--- config.mk ---
export PLATFORM = sky130hd
export DESIGN_NAME = seq_detector_param
export DESIGN_NICKNAME = d
export VERILOG_FILES = /design/src/rtl/seq_detector_param.sv
export SDC_FILE = /design/constraint.sdc
export NUM_CORES = 1
export LEC_CHECK = 0
export ABC_AREA = 1
export BUFFER_PORTS_ARGS = -buffer_cell sky130_fd_sc_hd__buf_2
export CAP_MARGIN = 10
export CORE_MARGIN = 10
export CORE_UTILIZATION = 40
export DETAILED_ROUTE_END_ITERATION = 10
export GPL_TIMING_DRIVEN = 1
export SLEW_MARGIN = 20
export SYNTH_ARGS = -nofsm -noshare
export SYNTH_HDL_FRONTEND = slang
export SYNTH_SLANG_ARGS = --single-unit
--- constraint.sdc ---
create_clock -name clk -period 1.7 [get_ports clk]
set_input_delay 0.34 -clock clk [delete_from_list [all_inputs] [get_ports clk]]
set_output_delay 0.34 -clock clk [all_outputs]
set_load 0.01 [all_outputs]
--- src/rtl/seq_detector_param.sv ---
// rtl/seq_detector_param.sv - parametrised serial pattern detector with loadable pattern and match counter
// Define SEQ_DET_REG_OUT_EN to register match (one cycle late, glitch-free); default is Mealy match.
module seq_detector_param #(
  parameter int               PAT_W   = 3,
  parameter logic [PAT_W-1:0] PAT_RST = 3'b101,
  parameter int               CNT_W   = 8
) (
  input  logic             clk,
  input  logic             clr,
  input  logic             in_valid,
  input  logic             in,
  input  logic             overlap,
  input  logic             pat_load,
  input  logic [PAT_W-1:0] pat_in,
  input  logic             cnt_clr,
  output logic             match,
  output logic [CNT_W-1:0] match_cnt,
  output logic             armed
);

  localparam int             FW       = $clog2(PAT_W);
  localparam logic [FW-1:0]  FILL_MAX = FW'(PAT_W - 1);

  logic [PAT_W-2:0] history;
  logic [FW-1:0]    fill;
  logic [PAT_W-1:0] pattern;
  logic [PAT_W-1:0] window;
  logic             hit;

  // window is the candidate pattern: held history with the live bit appended last
  assign window = {history, in};
  assign armed  = (fill == FILL_MAX);
  assign hit    = in_valid & ~pat_load & armed & (window == pattern);

  always_ff @(posedge clk or negedge clr) begin
    if (!clr) begin
      history <= '0;
      fill    <= '0;
      pattern <= PAT_RST;
    end else if (pat_load) begin
      pattern <= pat_in;
      history <= '0;
      fill    <= '0;
    end else if (in_valid) begin
      history <= window[PAT_W-2:0];
      // non-overlapping mode discards the bits that formed the match
      if (hit && !overlap) begin
        fill <= '0;
      end else if (!armed) begin
        fill <= fill + 1'b1;
      end
    end
  end

  always_ff @(posedge clk or negedge clr) begin
    if (!clr) begin
      match_cnt <= '0;
    end else if (cnt_clr) begin
      match_cnt <= '0;
    end else if (hit && (match_cnt != {CNT_W{1'b1}})) begin
      match_cnt <= match_cnt + 1'b1;
    end
  end

`ifdef SEQ_DET_REG_OUT_EN
  logic match_q;

  always_ff @(posedge clk or negedge clr) begin
    if (!clr) begin
      match_q <= 1'b0;
    end else begin
      match_q <= hit;
    end
  end

  assign match = match_q;
`else
  assign match = hit;
`endif

endmodule

Yosys cells after proc, flatten, opt, wreduce, memory -nomap -nowiden
Index checks and enable logic that the tools add are counted.

storage, ports and cells
  logic and storage cells = 28
  input bits = 10
  output and inout port bits = 10
  flip-flop bits (word level) = 15

cells by class
  muxes and demuxes = 8
  eq/ne operators = 4
  add/sub/neg operators = 2
  reductions and logical operators = 6
  bitwise logic cells = 4

operator list
  operator                                        count
  2-to-1 mux 8 bit                                2
  2-to-1 mux 2 bit                                6
  adder 8 x 1 -> 8 bit (second input constant)    1
  != test 8 bit (second input constant)           1
  nonzero test 2 bit                              2
  AND 1 bit                                       3
  == test 3 bit                                   1
  != test 3 x 2 -> 1 bit (second input constant)  1
  adder 2 x 1 -> 2 bit (second input constant)    1
  == test 2 bit (second input constant)           1
  logical AND 1 bit                               2
  AND reduction 2 bit                             1
  logical NOT 1 bit                               1
  NOT 1 bit                                       1

Logic depth before layout (Yosys ltp)
  depth after elaboration = 8
  depth in mapped cells = 9
  mapped depth without buffers = 9

Worst setup path before layout
Ideal clock, no wire load.

  path type = register -> output
  from = register fill[0]
  to = output port match
  arrival = 1.252 ns
  path buffers = 0
  data required time = 1.360 ns
  setup slack = 0.108 ns
  stages on the path, launching flop included = 5
  cells stage by stage = dfrtp_1 -> inv_1 -> ha_1 -> nand3_4 -> nor4_1

between the ends
  cells in the longest elaborated chain, start to end = 3

ends and longest elaborated chain
  what                     RTL line  RTL
  start, declared          25        logic [FW-1:0] fill;
  start signal, assigned   50        fill <= fill + 1'b1;
  == test 2 bit            32        assign armed = (fill == FILL_MAX);
  named net armed          18        output logic armed
  AND 1 bit (2 in series)  33        assign hit = in_valid & ~pat_load & armed & (window == pattern);
  end, declared            16        output logic match,

The timed path passes the listed nets, and every way through them passes these cells.

Final worst setup path
  from = register fill[0]
  to = output port match

between the ends
  cells in the longest elaborated chain, start to end = 3

ends and longest elaborated chain
  what                     RTL line
  == test 2 bit            32
  AND 1 bit (2 in series)  33

No other way between the ends.

==> run metrics <==
HP Start=pat_in[1]; routed len/inst=11.7 microns; Power, Total=0.853 mW; Clk Latency, worst-skew pair=0.28 ns; post-synthesis sequential area ratio=0.405; clk buf depth=2; area grow syn2layout=23.5%; share of layout cells above drive strength 1=0.329; fillers=233; chip width=68.3 microns; synth top area cells=dfrtp_1 35%, nand2_1 15%, nand3_1 5.9%, dfstp_2 5.6%, inv_1 5.6%; met1 usage=0.114; hold depth=3; clk root buf=clkbuf_4; Crit Path Class=flop to primary output; GRT busiest layer=met2; R2R Path End=match_cnt[5]; fmax=roughly 570 MHz; sequential share of power=0.489; Post-Synthesis Cells=121; WP data arrival=1.43 ns; GRT met2 Usage=0.173; dominant cell type by area after synthesis=dfrtp_1; setup TNS=-0.0671 ns; # port buffers=19; Synth top area share=0.349; endpoint class of the critical path=primary output; final net count=about 160; chip height=slightly below 70 microns; leakage=0.598 nW; sw power=0.274 mW; ANT cells=0; DRT iter0 DRCs=30; Power Density=about 740 nW/um^2; Slew Limit Fails=0; Routed WL=between 2000 and 2500 microns; critical path's slowest cell=dfrtp_1; clk_skew=approximately 0.008 ns; CTS buffer count=3; first-pass GRT wire length=3690 microns; global routing usage on met3=0.0343; Sw Ratio=0.321; placed cell area=1050 sq um; initial cell density of the core=0.422; min Tclk post-route=1.77 ns; antenna violations before repair=0; unrepaired setup endpoints after global routing=yes; dpl hpwl=1600 microns; CP Cell Sequence=inv_1 -> ha_2 -> nand3_4 -> nor4_4 -> buf_2; Seq cells post-synth=15; die footprint=4670 sq um; post-synthesis average cell area=7.71 sq um; clk sinks=15; Final Hold Vio Count=0; fin area=1150 sq um; I/O pins=20; cell internal pwr=0.579 mW; dpl ws=approximately 0.13 ns; commonest non-fill, non-tap cell in the layout=nand2_1; Comb pwr share=0.270; Rows=17; Placeable Area=2210 sq um; CP max stage delay=0.39 ns; gr usage total=0.103; Relative slew margins=0.775; Worst VDD drop=0.445 mV; reg2reg start=match_cnt[0]; vias in the first global route=875; vias=roughly 850; Syn Nets=133; largest net degree at the start of global routing=16; Crit path required time=1.36 ns; number of detailed-route iterations in the first pass=4; Clock Power Share=0.241; class of the worst hold path=primary input to flop; Crit Path Max Fanout=2; post-route clock period utilization=1.04; final setup vio count=1; status=complete, but fails checks; MaxCap Viol Count=0; R2R setup slack=0.19 ns; Netlist cell types=26; nature of the critical path startpoint=flop; total congestion overflow=0; GPL Wtd Cong=0.743; CTS tree=done; Worst Hold Path EP=pattern[1]; length in cells of the worst reg-to-reg path=8; commonest non-fill, non-tap cells in the layout=35 x nand2_1, 19 x buf_2, 13 x inv_1, 13 x dfrtp_1; via/cell ratio=4.79; failing checks=setup timing; PnR worst setup slack=-0.0671 ns; Remaining DRCs=0; Synth warnings=0; htree depth=1; Slew @ Worst Pin=between 0.3 and 0.4 ns; Antenna Violating Nets Remaining=0; clock slew at reported path FFs=0.10 ns; Post-Syn Area=933 sq um
[through the flow]
| step | hold slack (ns) | cells | util |
|---|---|---|---|
| after detailed placement | 0.272 | 167 | 0.476 |
| after CTS | 0.255 | 176 | 0.514 |
| after floorplan | 0.0444 | 121 | - |
| after global placement | 0.276 | 167 | 0.476 |
| after global routing | 0.264 | 177 | 0.521 |
| final | 0.262 | 177 | 0.521 |
[power by group through the flow]
| stage | Combinational (mW) | Sequential [mW] | Clock (mW) |
|---|---|---|---|
| after floorplan | 0.132 | 0.422 | 0 |
| after global placement | 0.190 | 0.422 | 0 |
| after detailed placement | 0.191 | 0.423 | 0 |
| after CTS | 0.227 | 0.417 | 0.216 |
| after global routing | 0.264 | 0.421 | 0.240 |
| final | 0.230 | 0.417 | 0.206 |
[logic make-up after synthesis]
family          after synthesis  synth area share
buf+inv                      19            0.0898
xor+xnor                      3            0.0282
compound gates               11            0.0670
fa+ha+maj                     2            0.0268
simple gates                 71             0.383
flops                        15             0.405
[flip-flops by register name, summed over array words and instances (netlist names)]
| signal | flops |
|---|---|
| pattern | 3 |
| match_cnt | 8 |
| fill | 2 |
| history | 2 |
[cell usage after synthesis]
cell and instances:
dfstp_2 2, a21oi_2 1, buf_6 1, o21ai_0 5, dfrtp_1 13, o21ai_1 3, nand4_2 1, nand3_1 11
nor4_1 1, nor2_4 2, nor2_1 11, a21oi_1 1, inv_6 1, nor2_2 1, nand3_4 2, clkinv_1 1
inv_2 2, nor3b_1 1, a31o_2 1, nand2_4 1, inv_1 14, xor2_1 3, nand3b_1 1, ha_1 2
nand2_1 38, nand3_2 1
[worst max-delay path: cells and delay by family, from the launching register on]
family / cells / cell delay, ns
adders and majority gates: 1 / 0.20
and+or+nand+nor: 2 / 0.34
buffers and inverters: 2 / 0.22
DFF: 1 / 0.39
[area by class of cell]
cell class	instances	area, sq um	share of cell area
Clock buffer	3	22.5	0.0195
Clock inverter	1	5.00	0.00434
Inverter	18	72.6	0.0630
Multi-Input combinational cell	87	497	0.431
Sequential cell	15	378	0.328
Tap cell	28	35.0	0.0304
Timing Repair Buffer	25	143	0.124
[worst max-delay path by stage]
stage	start	end	slack, ns	cells past startpoint
floorplan	fill[0]	match	0.11	4
global placement	fill[0]	match	0.19	5
detailed placement	fill[0]	match	0.13	5
CTS	pattern[2]	match	-0.08	5
global route	fill[0]	match	-0.18	5
finish	fill[0]	match	-0.07	5
[layer usage]
metal | vias to the layer above | wire length (microns)
met5 | - | 0
met2 | 14 | 1030
met1 | 396 | 892
met3 | 2 | 128
met4 | 0 | 13
li1 | 436 | -
[repair_timing]
action / CTS / global route
hold buffers: 1 / 0
cloned: 0 / 0
resized for setup: 6 / 1
setup buffers: 4 / 1
endpoints found under the hold margin: 13 / 0
pin swaps: 3 / 2
setup endpoints to repair: 1 / 1
No activity file was read; power rests on OpenSTA's default activity.
